--- src/rtl/merak_chan_pkg.sv ---
// rtl/merak_chan_pkg.sv - shared state encodings, limits and clog2 helper for the Merak channel arbiter
package merak_chan_pkg;

  typedef enum logic {
    ST_IDLE = 1'b0,
    ST_HOLD = 1'b1
  } arb_state_t;

  localparam int MERAK_MAX_N = 64;

  function automatic int clog2(input int v);
    int r;
    r = 0;
    for (int i = 0; i < 31; i++) begin
      if ((1 << i) < v) r = i + 1;
    end
    return r;
  endfunction

endpackage

--- src/rtl/priority_encoder_n.sv ---
// rtl/priority_encoder_n.sv - combinational N-input priority encoder, lowest set index wins
module priority_encoder_n
  import merak_chan_pkg::*;
#(
  parameter int N = 16,
  localparam int IW = clog2(N)
) (
  input  logic [N-1:0]  Din,
  output logic [IW-1:0] Dout,
  output logic          Valid
);

  // Scan downward so the lowest set bit is the last (winning) assignment.
  always_comb begin
    Dout = '0;
    for (int i = N - 1; i >= 0; i--) begin
      if (Din[i]) Dout = IW'(i);
    end
    Valid = |Din;
  end

endmodule

--- src/rtl/merak_rr_arbiter.sv ---
// rtl/merak_rr_arbiter.sv - round-robin N-channel arbiter, grant held until the owner releases it
// Optional watchdog forced release is built when MERAK_ARB_TIMEOUT_EN is defined.
module merak_rr_arbiter
  import merak_chan_pkg::*;
#(
  parameter int N = 16
`ifdef MERAK_ARB_TIMEOUT_EN
  , parameter int TIMEOUT = 256
`endif
  , localparam int IW = clog2(N)
) (
  input  logic          clk,
  input  logic          rst,
  input  logic [N-1:0]  req,
  input  logic          done,
  output logic [N-1:0]  Grant,
  output logic [IW-1:0] Dout,
  output logic          Valid
`ifdef MERAK_ARB_TIMEOUT_EN
  ,
  output logic          timeout
`endif
);

  arb_state_t    state, state_nx;
  logic [IW-1:0] ptr, ptr_nx;
  logic [N-1:0]  grant_nx;
  logic [IW-1:0] dout_nx;
  logic          valid_nx;

  logic [N-1:0]  cand, mask, masked;
  logic [IW-1:0] m_idx, f_idx, win_idx;
  logic          m_vld, f_vld;
  logic          owner_req, force_rel, release_evt, load;

  // The owner's own request is excluded while holding so it cannot be re-granted back-to-back.
  always_comb begin
    cand = (state == ST_HOLD) ? (req & ~Grant) : req;
    for (int i = 0; i < N; i++) mask[i] = (i >= int'(ptr));
    masked = cand & mask;
  end

  priority_encoder_n #(.N(N)) u_masked (
    .Din   (masked),
    .Dout  (m_idx),
    .Valid (m_vld)
  );

  priority_encoder_n #(.N(N)) u_full (
    .Din   (cand),
    .Dout  (f_idx),
    .Valid (f_vld)
  );

  assign win_idx   = m_vld ? m_idx : f_idx;
  assign owner_req = |(req & Grant);

`ifdef MERAK_ARB_TIMEOUT_EN
  localparam int CW = clog2(TIMEOUT);
  logic [CW-1:0] cnt, cnt_nx;

  // Forced release only when nothing else is already releasing the owner.
  assign force_rel = (state == ST_HOLD) && !done && owner_req && (cnt == CW'(TIMEOUT - 1));

  always_comb begin
    cnt_nx = cnt;
    if (load) cnt_nx = '0;
    else if (state == ST_HOLD) cnt_nx = cnt + 1'b1;
  end
`else
  assign force_rel = 1'b0;
`endif

  assign release_evt = (state == ST_HOLD) && (done || !owner_req || force_rel);

  always_comb begin
    state_nx = state;
    grant_nx = Grant;
    dout_nx  = Dout;
    valid_nx = Valid;
    ptr_nx   = ptr;
    load     = 1'b0;
    if (state == ST_IDLE) begin
      load = f_vld;
    end else if (release_evt) begin
      if (f_vld) begin
        load = 1'b1;
      end else begin
        state_nx = ST_IDLE;
        grant_nx = '0;
        valid_nx = 1'b0;
      end
    end
    if (load) begin
      state_nx = ST_HOLD;
      grant_nx = N'(1) << win_idx;
      dout_nx  = win_idx;
      valid_nx = 1'b1;
      ptr_nx   = (win_idx == IW'(N - 1)) ? '0 : win_idx + 1'b1;
    end
  end

  always_ff @(posedge clk or posedge rst) begin
    if (rst) begin
      state   <= ST_IDLE;
      Grant   <= '0;
      Dout    <= '0;
      Valid   <= 1'b0;
      ptr     <= '0;
`ifdef MERAK_ARB_TIMEOUT_EN
      cnt     <= '0;
      timeout <= 1'b0;
`endif
    end else begin
      state   <= state_nx;
      Grant   <= grant_nx;
      Dout    <= dout_nx;
      Valid   <= valid_nx;
      ptr     <= ptr_nx;
`ifdef MERAK_ARB_TIMEOUT_EN
      cnt     <= cnt_nx;
      timeout <= force_rel;
`endif
    end
  end

endmodule

--- config.mk ---
export PLATFORM = sky130hd
export DESIGN_NAME = merak_rr_arbiter
export DESIGN_NICKNAME = d
export VERILOG_FILES = /design/src/rtl/merak_chan_pkg.sv /design/src/rtl/priority_encoder_n.sv /design/src/rtl/merak_rr_arbiter.sv
export SDC_FILE = /design/constraint.sdc
export NUM_CORES = 1
export LEC_CHECK = 0
export BUFFER_PORTS_ARGS = -buffer_cell sky130_fd_sc_hd__buf_2
export CAP_MARGIN = 20
export CORE_MARGIN = 3
export CORE_UTILIZATION = 35
export CTS_CLUSTER_DIAMETER = 60
export DETAILED_ROUTE_END_ITERATION = 12
export PLACE_DENSITY = 0.56
export SKIP_CTS_REPAIR_TIMING = 1
export SLEW_MARGIN = 10
export SYNTH_ARGS = -nofsm -noshare
export SYNTH_HDL_FRONTEND = slang
export SYNTH_HIERARCHICAL = 1
export SYNTH_SLANG_ARGS = --single-unit
export TNS_END_PERCENT = 100
--- constraint.sdc ---
create_clock -name clk -period 4 [get_ports clk]
set_input_delay 0.4 -clock clk [delete_from_list [all_inputs] [get_ports clk]]
set_output_delay 0.4 -clock clk [all_outputs]
set_load 0.1 [all_outputs]
==> results.cfg <==
[pwr]
p_leak_nw = 1.08
vdd_drop_max_mv = 0.580
power.density_mw_per_mm2 = 872

[cells_and_area]
nFillCells = 532
regArea_um2 = 651
final_cell_mix = buf_2 (39), dfrtp_1 (26), nor2_1 (23)
antenna_cells = 0
layout-drive-gt1-share = 0.260
area_delta_synth_final_pct = 16.5
num-nets-final = 276
final_common_cell = buf_2
multi_input_area_mm2 = 0.00118

[setup_path]
cp-start-kind = flop
critPathMostFrequentCell = ha_1
timing_worst_setup_path_type = reg2reg
end_kind = flop
arrival_ns = 3.74
path_cells = a21boi_0, nor2b_1, nor4_2, nand3_1, or3_1, mux2i_1, inv_1, ha_1, ha_1, a21oi_1, mux2_2
cp_max_fo = 19
cpPeakStageDelay_ns = 0.65
required_ns = 4.16
worst_path_max_delay_cell = dfrtp_1

[logic_synthesis]
ys_seq_area_frac = 0.335
synth_nets = 237
synth-edff-count = 0
yosys_warnings = 6
syn_avg_cell_area_um2 = 9.17
async_flop_share = 1.00
syn_inst = 212
synth_cell_type_count = 37
syn_area_mm2 = 0.00194
synth-seq-cells = 26
synth_ff_type = dfrtp_1

[cts]
cts_root_buf = clkbuf_8
clock_path_buffers = 2
cts_tree = done
numCtsBuffers = 3
htree_levels = 1
clkTransAtPathRegs_ns = 0.09
clk_latency_ns = 0.27
cts_sinks = 26

[sta]
layout_min_cycle_time_ns = 3.58
hold_violations = 0
worst_pin_slew_ns = 0.963
fmax_mhz = 279
rsz0062_at_grt = no
maxSlewHeadroom = 0.357
min_period_over_period = 0.895
slew_violations = 0
setup_viol = 0
fin_ws_ns = 0.421
setup_tns_ns = 0
skew_ns = 0.00235

[floorplanning]
die_h_um = 80.5
dieArea_mm2 = 0.00649
core_area_mm2 = 0.00524
rows = 26
die_x_um = 80.5
initial_core_util = 0.371
io-pin-count = 40

[status]
status = completed

[grt]
grt_use_met2 = 0.273
grt_pass1_vias = 1729
grt_usage = 0.185
use_met3 = 0.0235
grt_max_degree = 27
grt_antenna_before_repair = 0
grt_overflow = 0
top_usage_layer = met1
grt_pass1_wl_mm = 9.13
gr-usage-met1 = 0.283

[route]
wl_per_cell_um = 17.5
postRouteAntennaNets = 0
wl_mm = 5.61
num_vias = 1823
drcViolationCount = 0
viasPerCell = 5.70
drt-initial-drc-count = 150
drt_first_pass_iters = 4

[placed_design]
gp_congestion = 0.883
portBuffers = 39
pre_cts_slack_ns = 0.486
dp_hpwl_mm = 4.44

[run]
drv_cap = 0

[hold_path]
hp-class = in2async
## cells in the mapped netlist, types with 5 or more instances
library cell	instances	area, µm²
dfrtp_1	26	651
nor2_1	23	86.3
a21boi_0	17	128
a32o_1	16	160
nand2_1	14	52.6
inv_1	11	41.3
a21oi_1	9	45.0
o21ai_0	8	40.0
and2_1	6	37.5
ha_1	6	75.1
mux2_2	6	67.6
nand3_1	6	30.0
a22o_1	5	43.8
## metal layers
| layer | part of all wire | wire length [µm] | up-vias |
|---|---|---|---|
| met5 | 0 | 0 | - |
| met4 | 0.0070 | 39 | 0 |
| met3 | 0.053 | 299 | 6 |
| met2 | 0.44 | 2490 | 57 |
| met1 | 0.50 | 2780 | 882 |
| li1 | - | - | 878 |
## worst max-delay path, delay by kind of cell (launching register included)
kind,cells,cell delay [ns]
flops,1,0.65
buf+inv,1,0.16
fa+ha+maj,2,0.58
simple gates,4,1.12
compound gates,2,0.33
mux,2,0.63
## flip-flops by register name, indices dropped and copies added (netlist names)
signal,flops
Grant,16
Dout,4
ptr,4
Valid,1
state,1
## per-stage QoR
step                      utilization  hold slack, ns  total power [mW]  instance area (µm²)  cells
after detailed placement        0.419           0.478              1.75                 2190    316
after global placement          0.419           0.474              1.76                 2190    316
after floorplan                     -           0.440              1.51                 1940    212
after global routing            0.432           0.405              2.12                 2260    320
after CTS                       0.432           0.366              1.98                 2260    320
final                           0.432           0.331              1.98                 2260    320
## logic make-up after synthesis
group | share of synthesized area
DFF | 0.335
adders and majority gates | 0.0386
buffers and inverters | 0.0579
AOI/OAI and AO/OA | 0.309
muxes | 0.0785
and+or+nand+nor | 0.181
## cell type report
class                      count  area share
timing repair buffer          44       0.103
clock buffer                   3      0.0182
tap                           70      0.0387
inverter                      11      0.0182
sequential                    26       0.287
clock inverter                 1      0.0133
multi-input combinational    165       0.522
## power by group
part | internal (mW) | switching [mW] | leakage (nW) | total, mW
clock | 0.134 | 0.0846 | 0.0357 | 0.219
combinational | 0.429 | 0.882 | 0.709 | 1.31
sequential | 0.341 | 0.105 | 0.334 | 0.446
## final timing paths
path                       slack [ns]  startpoint  depth (start not counted)        to
max in group asynchronous        3.08         rst                          2    ptr[0]
hold / removal                   0.33         rst                          2  Grant[1]
hold reg to reg                  0.50       Valid                          1     Valid
min in group clk                 0.45        done                          3     Valid
setup / recovery                 0.42       state                         11    ptr[2]
setup reg to reg                 0.42       state                         11    ptr[2]
Power figures use the tool's default switching activity.
